===== src/rtl/phase_lock_pkg.sv =====
// Shared types and helpers for the phase lock controller.
// FSM state and update-direction encodings, plus the delay-code reset midpoint.
package phase_lock_pkg;

    typedef enum logic [1:0] {
        ARMED     = 2'd0,
        REF_FIRST = 2'd1,
        FB_FIRST  = 2'd2,
        UPDATE    = 2'd3
    } state_t;

    typedef enum logic [1:0] {
        TIE = 2'd0,
        UP  = 2'd1,
        DN  = 2'd2
    } dir_t;

    // Midpoint of a code_w-bit delay code: 2^(code_w-1).
    function automatic int unsigned code_mid(input int unsigned code_w);
        return 32'd1 << (code_w - 1);
    endfunction

endpackage


===== src/rtl/sync_edge.sv =====
// Multi-flop synchronizer followed by a registered rising-edge detector.
// Latency from a din rising transition to the rise pulse is SYNC_STAGES+1 cycles.
module sync_edge #(
    parameter int SYNC_STAGES = 2
) (
    input  logic clk,
    input  logic rst_n,
    input  logic din,
    output logic rise
);

    logic [SYNC_STAGES-1:0] sync_q;
    logic                   last_q;

    // NOTE: clocked state uses non-blocking assignments so every flop samples pre-edge values.
    always_ff @(posedge clk or negedge rst_n) begin
        if (!rst_n) begin
            sync_q <= '0;
            last_q <= 1'b0;
            rise   <= 1'b0;
        end else begin
            sync_q[0] <= din;
            for (int i = 1; i < SYNC_STAGES; i++) begin
                sync_q[i] <= sync_q[i-1];
            end
            last_q <= sync_q[SYNC_STAGES-1];
            rise   <= sync_q[SYNC_STAGES-1] & ~last_q;
        end
    end

endmodule


===== src/rtl/phase_lock_ctrl.sv =====
// Bang-bang phase lock controller: steers a saturating delay code from DIV_M/DIV_N edge order.
// Optional comparison timeout is compiled in with the PLC_TIMEOUT_EN macro.
module phase_lock_ctrl
    import phase_lock_pkg::*;
#(
    parameter int CODE_W      = 6,
    parameter int LOCK_CNT    = 8,
    parameter int SYNC_STAGES = 2,
    parameter int TIMEOUT     = 64
) (
    input  logic              clk_out,
    input  logic              rst_n,
    input  logic              en,
    input  logic              DIV_M,
    input  logic              DIV_N,
    output logic [CODE_W-1:0] code,
    output logic              up,
    output logic              dn,
    output logic              lock,
    output logic              timeout
);

    localparam logic [CODE_W-1:0] CODE_RST = CODE_W'(code_mid(CODE_W));
    localparam logic [CODE_W-1:0] CODE_MAX = '1;
    localparam int                CNT_W    = $clog2(LOCK_CNT + 1);
    localparam logic [CNT_W-1:0]  CNT_MAX  = CNT_W'(LOCK_CNT);

    logic   ref_e;
    logic   fb_e;
    state_t state;
    state_t state_nx;
    dir_t   dir_q;
    dir_t   dir_nx;
    dir_t   last_dir;
    logic   tmo_fire;

    logic [CNT_W-1:0] lock_cnt;
    logic [CNT_W-1:0] cnt_inc;
    logic             is_upd;
    logic             opposite;

    sync_edge #(.SYNC_STAGES(SYNC_STAGES)) u_sync_ref (
        .clk   (clk_out),
        .rst_n (rst_n),
        .din   (DIV_M),
        .rise  (ref_e)
    );

    sync_edge #(.SYNC_STAGES(SYNC_STAGES)) u_sync_fb (
        .clk   (clk_out),
        .rst_n (rst_n),
        .din   (DIV_N),
        .rise  (fb_e)
    );

`ifdef PLC_TIMEOUT_EN
    localparam int TMO_W = $clog2(TIMEOUT + 1);

    logic [TMO_W-1:0] tmo_cnt;
    logic             tmo_hit;
    logic             tmo_restart;
    logic             waiting;

    assign waiting     = (state == REF_FIRST) || (state == FB_FIRST);
    assign tmo_hit     = (tmo_cnt == TMO_W'(TIMEOUT - 1));
    // Entering a wait state, or a repeated first edge, restarts the count.
    assign tmo_restart = en && ((state == ARMED && (state_nx == REF_FIRST || state_nx == FB_FIRST)) ||
                                (state == REF_FIRST && state_nx == REF_FIRST && ref_e) ||
                                (state == FB_FIRST  && state_nx == FB_FIRST  && fb_e));
    assign tmo_fire    = en && waiting && (state_nx == ARMED);

    always_ff @(posedge clk_out or negedge rst_n) begin
        if (!rst_n) begin
            tmo_cnt <= '0;
        end else if (tmo_restart) begin
            tmo_cnt <= TMO_W'(1);
        end else if (waiting) begin
            tmo_cnt <= tmo_cnt + 1'b1;
        end
    end
`else
    assign tmo_fire = 1'b0;
`endif

    always_ff @(posedge clk_out or negedge rst_n) begin
        if (!rst_n) begin
            state <= ARMED;
            dir_q <= TIE;
        end else begin
            state <= state_nx;
            dir_q <= dir_nx;
        end
    end

    // NOTE: defaults first so every path assigns every output and no latch is inferred.
    always_comb begin
        state_nx = state;
        dir_nx   = dir_q;
        if (!en) begin
            state_nx = ARMED;
        end else begin
            case (state)
                ARMED: begin
                    if (ref_e && fb_e) begin
                        state_nx = UPDATE;
                        dir_nx   = TIE;
                    end else if (ref_e) begin
                        state_nx = REF_FIRST;
                    end else if (fb_e) begin
                        state_nx = FB_FIRST;
                    end
                end
                REF_FIRST: begin
                    if (fb_e) begin
                        state_nx = UPDATE;
                        dir_nx   = DN;
                    end
`ifdef PLC_TIMEOUT_EN
                    else if (!ref_e && tmo_hit) begin
                        state_nx = ARMED;
                    end
`endif
                end
                FB_FIRST: begin
                    if (ref_e) begin
                        state_nx = UPDATE;
                        dir_nx   = UP;
                    end
`ifdef PLC_TIMEOUT_EN
                    else if (!fb_e && tmo_hit) begin
                        state_nx = ARMED;
                    end
`endif
                end
                UPDATE:  state_nx = ARMED;
                default: state_nx = ARMED;
            endcase
        end
    end

    assign is_upd   = (state == UPDATE) && en;
    // A reversal only counts once a real direction has been seen since reset.
    assign opposite = (last_dir != TIE) && (dir_q != last_dir);
    assign cnt_inc  = (lock_cnt == CNT_MAX) ? lock_cnt : lock_cnt + 1'b1;

    always_ff @(posedge clk_out or negedge rst_n) begin
        if (!rst_n) begin
            code     <= CODE_RST;
            up       <= 1'b0;
            dn       <= 1'b0;
            lock     <= 1'b0;
            timeout  <= 1'b0;
            lock_cnt <= '0;
            last_dir <= TIE;
        end else begin
            up      <= 1'b0;
            dn      <= 1'b0;
            timeout <= tmo_fire;
            lock    <= (lock_cnt == CNT_MAX);
            if (tmo_fire) begin
                lock_cnt <= '0;
            end else if (is_upd) begin
                case (dir_q)
                    UP: begin
                        last_dir <= UP;
                        if (code == CODE_MAX) begin
                            lock_cnt <= '0;
                        end else begin
                            code     <= code + 1'b1;
                            up       <= 1'b1;
                            lock_cnt <= opposite ? cnt_inc : '0;
                        end
                    end
                    DN: begin
                        last_dir <= DN;
                        if (code == '0) begin
                            lock_cnt <= '0;
                        end else begin
                            code     <= code - 1'b1;
                            dn       <= 1'b1;
                            lock_cnt <= opposite ? cnt_inc : '0;
                        end
                    end
                    default: lock_cnt <= cnt_inc;
                endcase
            end
        end
    end

endmodule


===== config.mk =====
export PLATFORM = sky130hd
export DESIGN_NAME = phase_lock_ctrl
export DESIGN_NICKNAME = d
export VERILOG_FILES = /design/src/rtl/phase_lock_pkg.sv /design/src/rtl/sync_edge.sv /design/src/rtl/phase_lock_ctrl.sv
export SDC_FILE = /design/constraint.sdc
export NUM_CORES = 1
export LEC_CHECK = 0
export BUFFER_PORTS_ARGS = -buffer_cell sky130_fd_sc_hd__clkbuf_2
export CAP_MARGIN = 5
export CORE_UTILIZATION = 58
export CTS_CLUSTER_SIZE = 28
export DETAILED_ROUTE_END_ITERATION = 8
export GPL_TIMING_DRIVEN = 0
export PLACE_DENSITY = 0.78
export SETUP_SLACK_MARGIN = 0.1
export SLEW_MARGIN = 0
export SYNTH_ARGS = -nofsm -noshare
export SYNTH_HDL_FRONTEND = slang
export SYNTH_SLANG_ARGS = --single-unit

===== constraint.sdc =====
create_clock -name clk_out -period 2.9 [get_ports clk_out]
set_clock_uncertainty 0.05 [all_clocks]
set_input_delay 0.29 -clock clk_out [delete_from_list [all_inputs] [get_ports clk_out]]
set_output_delay 0.29 -clock clk_out [all_outputs]
set_load 0.01 [all_outputs]

==> impl_metrics.yaml, run 1 <==
sta:
  relSlewSlack_pct: 56.77
  finalSetupTns_ps: 0
  postLayoutSetupSlackWorst_ps: 359.4
  min_period_ps: 2541
  hold_slack_ps: 155.2
  worst_pin_slew_ps: 648.5
  setup_viol: 0
  report.final.slew_viol_count: 0
  fmax_mhz: 393.6
  rsz0062_at_grt: "no"
  fin_crit_sh_pct: 87.61
  hold_viol_final: 0
finish:
  drive_gt1_share_pct: 19.64
  utilization_pct: 68.62
  area_growth_pct: 10.65
  final.fill_count: 198
  layout.nets: 188
  num_antenna_cells: 0
  instances_no_fill: 198
  final_cell_area_um2: 1715
critical_path:
  cp-endpoint: "code[4]"
  critPathArrivalTime_ps: 2720
  slowest_delay_ps: 560
  reg2reg_to: "code[4]"
  rrSetupSlack_ps: 360
  cp_max_fo: 10
  r2r_start: "dir_q[0]"
  cp-startpoint: "dir_q[0]"
  cp_cell_sequence: "inv_1 -> ha_1 -> clkbuf_1 -> xor2_1 -> ha_1 -> a2111oi_1 -> nor4_4 -> xor2_1"
  worstSetupPathType: "reg -> reg"
  crit_required_ps: 3080
  reg2regPathDepth: 8
  worst_path_max_delay_cell: "a2111oi_1"
  startpoint_type: "flip-flop"
  endpoint_kind: "flip-flop"
logic_synthesis:
  avgSynthCellArea_um2: 10.47
  yosys_most_used_dff: "dfrtp_1"
  yosysMostFrequentCell: "dfrtp_1"
  synth_edf_count: 0
  ys_ff_latch: 27
  synth_top_area_cell: "dfrtp_1"
  ys_seq_area_share_pct: 43.66
  synth_nets: 167
  syn_area_um2: 1550
  yosys_warnings: 0
  synthTopCellsByCount: "26 x dfrtp_1, 14 x ha_1, 13 x nand2_1, 12 x inv_1, 9 x o21ai_0"
  postSynth.asyncResetShare_pct: 100.0
  synthTopCellsByArea: "dfrtp_1 42%, ha_1 11%, mux2_2 4.4%"
  synth_top_cell_area_share_pct: 41.97
  syn_inst: 148
  ys_types: 45
floorplanning:
  core_area_um2: 2500
  die_y_um: 53.70
  die_area_um2: 2884
  dieWidth_um: 53.70
  io_pins: 15
  rows: 18
  initial_utilization_pct: 62.01
clocking:
  clk_pin_slew_worst_paths_ps: 150
  cts_sinks: 27
  htree_num_levels: 1
  cts_buffers: 3
  clock_path_buffers: 2
  insertion_delay_ps: 330
  tritoncts: "built"
  root_buffer: "clkbuf_4"
placement:
  place.gp.congestion: 0.8546
  port_buffers: 13
  dp_cells: 191
  dpl_worst_slack_ps: 264.3
  dpl_cell_area_um2: 1653
  hpwl_um: 1987
pwr:
  ir_drop_mv: 0.5629
  fin_total_pwr_mw: 1.273
  cellPowerDensity_nw_per_um2: 742.0
  p_leak_nw: 0.8820
global_route:
  grt_pass1_vias: 1035
  grt_pass1_wl_um: 4381
  grt_max_degree: 28
  antenna_found_initial: 0
  overflow: 0
  grtUsageTotal_pct: 21.10
detailed_routing:
  drtPass1Iterations: 4
  antenna_left: 0
  drc: 0
  drt_first_iter_violations: 13
  drt-total-wl_um: 2595
  wl_per_cell_um: 13.11
  vias_per_cell: 5.672
  num_vias: 1123
worst_hold_path:
  hold_path_depth: 2
  hold_class: "in -> reg"
outcome:
  outcome: "finished clean"
flow_run:
  maxCapViolations: 0
-- power breakdown --
group | internal (mW) | total (mW) | switching (mW) | leakage, nW
Combinational | 0.251 | 0.567 | 0.315 | 0.522
Clock | 0.0564 | 0.176 | 0.120 | 0.0183
Sequential | 0.448 | 0.530 | 0.0823 | 0.342
-- cell families (layout without fill, tap and decap cells) --
logic type,Yosys count,after routing,synth area share [%]
and+or+nand+nor,42,42,14.61
AOI/OAI and AO/OA,32,32,15.42
DFF,27,27,43.66
buffers and inverters,18,38,5.730
adders and majority gates,14,14,11.30
muxes,8,8,5.649
xor gates and xnor gates,6,6,3.390
other,1,1,0.2419
-- sequential cells by signal, indices dropped and copies added, names as in the netlist --
name	flops
u_sync_ref.sync_q	2
u_sync_fb.last_q	1
dir_q	2
u_sync_ref.rise	1
last_dir	2
lock_cnt	4
up	1
code	6
u_sync_fb.rise	1
state	2
u_sync_ref.last_q	1
dn	1
lock	1
u_sync_fb.sync_q	2
-- routing by layer --
layer	global-route usage [%]	vias to the layer above	share of wire (%)
met5	0	-	0
met4	7.895	0	1.2
met1	26.87	531	46
met2	35.60	29	49
li1	-	558	-
met3	3.390	5	3.8
-- critical path, delay by kind of cell, from the launching register on --
family / cells / cell delay, ps
AOI/OAI and AO/OA: 1 / 560
xor gates and xnor gates: 2 / 290
adders and majority gates: 2 / 460
buffers and inverters: 2 / 550
DFF: 1 / 440
and+or+nand+nor: 1 / 100
-- cells in the final DEF, fill, tap and decap left out, drive strengths merged, types with 2 or more instances in the layout --
master / count
ha: 14
nand3: 3
nand2: 13
o211a: 2
a21oi: 4
clkbuf: 17
dlygate4sd3: 3
dfrtp: 26
or4: 2
nor3: 2
buf: 5
inv: 13
and3: 3
mux2i: 2
nor4: 3
nor2b: 3
xor2: 5
mux2: 6
nor2: 8
o21ai: 9
a211oi: 2
a31oi: 3
-- worst min-delay path by stage --
stage | from | end | slack [ps]
6_report | en | state[0] | 160
5_1_grt | en | state[0] | 140
3_3_place_gp | u_sync_fb.sync_q[0] | u_sync_fb.sync_q[1] | 280
4_1_cts | en | state[0] | 140
2_1_floorplan | rst_n | code[0] | -60
3_5_place_dp | u_sync_fb.sync_q[0] | u_sync_fb.sync_q[1] | 290
-- timing repair --
action | in CTS | in global routing
endpoints found under the setup margin | 0 | 1
hold buffers | 3 | 0
resized for setup | 0 | 1
setup buffers | 0 | 0
hold endpoints to repair | 28 | 0
-- layout make-up --
type | instances | area (µm²) | share of cell area (%)
Buffer | 6 | 43.79 | 2.553
Clock buffer | 3 | 22.52 | 1.313
Clock inverter | 1 | 8.758 | 0.5106
Inverter | 12 | 45.04 | 2.626
Multi-Input combinational cell | 103 | 785.8 | 45.81
Sequential cell | 27 | 676.9 | 39.46
Tap cell | 30 | 37.54 | 2.188
Timing Repair Buffer | 16 | 95.09 | 5.543
No activity file was read; power rests on OpenSTA's default activity.
==> run 2: changes to the inputs <==
CELL_PAD_IN_SITES_DETAIL_PLACEMENT = 0   (was default)
CELL_PAD_IN_SITES_GLOBAL_PLACEMENT = 1   (was default)
CORE_UTILIZATION = 46   (was 58)
CTS_CLUSTER_DIAMETER = 200   (was default)
PLACE_DENSITY = default   (was 0.78)
PLACE_DENSITY_LB_ADDON = 0.1   (was default)
==> run 2 against run 1 <==
  * Largest cell class unchanged
  * Highest routed layer unchanged
  * Final cell count increased by 7.1%
  * Non-clock buffer count unchanged
  * Register-to-register slack about the same
  * Final area increased by 0.80%
  * First-iteration DRC count increased to 4.1 times the previous value
  * Critical endpoint unchanged
  * Core utilization decreased by 13 points
  * Combinational power about the same
  * Flip-flop and latch count unchanged
  * Count of clock-buffer cells in the layout unchanged
==> impl_metrics.yaml, run 2 (synthesis gave the netlist of run 1 again) <==
global_route:
  overflow: 0
  grt_max_degree: 28
  antenna_found_initial: 0
  grtUsageTotal_pct: 17.86
  grt_pass1_vias: 1095
  grt_pass1_wl_um: 4719
pwr:
  power.internal_mw: 0.7522
  p_clk_share_pct: 12.8
  p_sw_mw: 0.5074
  cellPowerDensity_nw_per_um2: 728.4
  ir_drop_mv: 0.3270
  seqPwrFrac_pct: 42.0
  power.share.combinational_pct: 45.2
  p_leak_nw: 0.8814
  fin_total_pwr_mw: 1.260
  netSwitchingFraction_pct: 40.28
detailed_routing:
  vias_per_cell: 5.335
  num_vias: 1131
  drc: 0
  drtPass1Iterations: 4
  drt-total-wl_um: 2763
  wl_per_cell_um: 13.03
  drt_first_iter_violations: 53
  antenna_left: 0
placement:
  place.gp.congestion: 0.7524
  dpl_cell_area_um2: 1670
  hpwl_um: 2010
  port_buffers: 13
critical_path:
  worst_path_max_delay_cell: "a2111oi_1"
  crit_required_ps: 3070
  critPathArrivalTime_ps: 2710
  startpoint_type: "flip-flop"
  worstSetupPathType: "reg -> reg"
  cp_cell_sequence: "inv_1 -> ha_1 -> clkbuf_1 -> xor2_1 -> ha_1 -> a2111oi_1 -> nor4_4 -> xor2_1"
  endpoint_kind: "flip-flop"
  r2r_start: "dir_q[0]"
  cp-startpoint: "dir_q[0]"
  cp_max_fo: 10
  slowest_delay_ps: 550
floorplanning:
  io_pins: 15
  initial_utilization_pct: 49.56
  die_y_um: 60.05
  die_area_um2: 3606
  rows: 20
  dieWidth_um: 60.05
  core_area_um2: 3128
clocking:
  tritoncts: "built"
  cts_buffers: 3
  clock_path_buffers: 2
  cts_sinks: 27
  htree_num_levels: 1
  insertion_delay_ps: 330
  clk_pin_slew_worst_paths_ps: 140
  root_buffer: "clkbuf_4"
worst_hold_path:
  min_from: "en"
  hold_class: "in -> reg"
finish:
  final.fill_count: 293
  final_cell_area_um2: 1729
  top_regs: "code (6), lock_cnt (4)"
  area_growth_pct: 11.54
  mostFrequentLayoutCell: "dfrtp_1"
  regMostFlops: "code"
  num_antenna_cells: 0
  utilization_pct: 55.28
  final_cell_mix: "26 x dfrtp_1, 14 x ha_1, 13 x nand2_1, 13 x clkbuf_2, 12 x inv_1"
  drive_gt1_share_pct: 19.64
  largest_reg_flops: 6
  layout.nets: 188
sta:
  fin_crit_sh_pct: 87.48
  min_period_ps: 2537
  hold_viol_final: 0
  report.final.slew_viol_count: 0
  fmax_mhz: 394.2
  rsz0062_at_grt: "no"
  setup_viol: 0
  relSlewSlack_pct: 56.71
  worst_pin_slew_ps: 649.4
  finalSetupTns_ps: 0
outcome:
  outcome: "finished clean"
flow_run:
  maxCapViolations: 0
## run 2: changes by cell type in the layout (fill, tap and decap cells not counted), sizes merged
cell	before	now
inv	13	12
clkinv	0	1
## run 2: cell type report
| type | instances | area, µm² | area share, % |
|---|---|---|---|
| Multi-Input combinational cell | 103 | 785.8 | 45.44 |
| Sequential cell | 27 | 676.9 | 39.15 |
| Timing Repair Buffer | 16 | 95.09 | 5.499 |
| Tap cell | 44 | 55.05 | 3.184 |
| Inverter | 12 | 45.04 | 2.605 |
| Buffer | 6 | 43.79 | 2.533 |
| Clock buffer | 3 | 22.52 | 1.302 |
| Clock inverter | 1 | 5.005 | 0.2894 |
## run 2: path summary, 6_finish.rpt
kind | slack (ps) | cells after the start | to
min in group asynchronous | 450 | 2 | u_sync_fb.last_q
setup / recovery | 360 | 8 | code[4]
max in group asynchronous | 1940 | 2 | state[0]
hold reg to reg | 320 | 0 | u_sync_fb.sync_q[1]
setup reg to reg | 360 | 8 | code[4]
hold / removal | 160 | 2 | state[0]
## run 2: worst max-delay path, delay by kind of cell, from the launching register on
kind / cells / cell delay (ps)
buffers and inverters: 2 / 550
adder cells (fa/ha/maj): 2 / 450
XOR/XNOR: 2 / 290
AND/OR/NAND/NOR: 1 / 110
AO/OA/AOI/OAI: 1 / 550
flip-flops: 1 / 440
## run 2: stage by stage
stage | cells | hold WS (ps) | setup slack, ps
3_5_place_dp | 205 | 291.6 | 277.2
2_1_floorplan | 148 | -55.59 | 533.8
5_1_grt | 212 | 150.6 | 157.3
6_report | 212 | 161.7 | 363.2
3_3_place_gp | 205 | 286.4 | 271.7
4_1_cts | 211 | 4.305 | 231.1
## run 2: timing repair
action / 4_1_cts / 5_1_grt
endpoints found under the hold margin: 27 / 1
hold buffers: 2 / 1
gates resized for setup: 0 / 1
setup buffers: 0 / 0
setup endpoints to repair: 0 / 1
## run 2: power groups by stage
stage | Combinational (mW) | Clock (mW) | Sequential (mW)
2_1_floorplan | 0.437 | 0 | 0.526
3_3_place_gp | 0.548 | 0 | 0.532
3_5_place_dp | 0.561 | 0 | 0.535
4_1_cts | 0.571 | 0.174 | 0.528
5_1_grt | 0.649 | 0.181 | 0.542
6_report | 0.569 | 0.162 | 0.529
## run 2: layer usage
metal / up-vias / share of wire, % / global-route usage [%]
met2: 21 / 47 / 30.00
li1: 557 / - / -
met5: - / 0 / 0
met4: 0 / 1.8 / 7.973
met1: 548 / 48 / 22.65
met3: 5 / 3.1 / 2.597
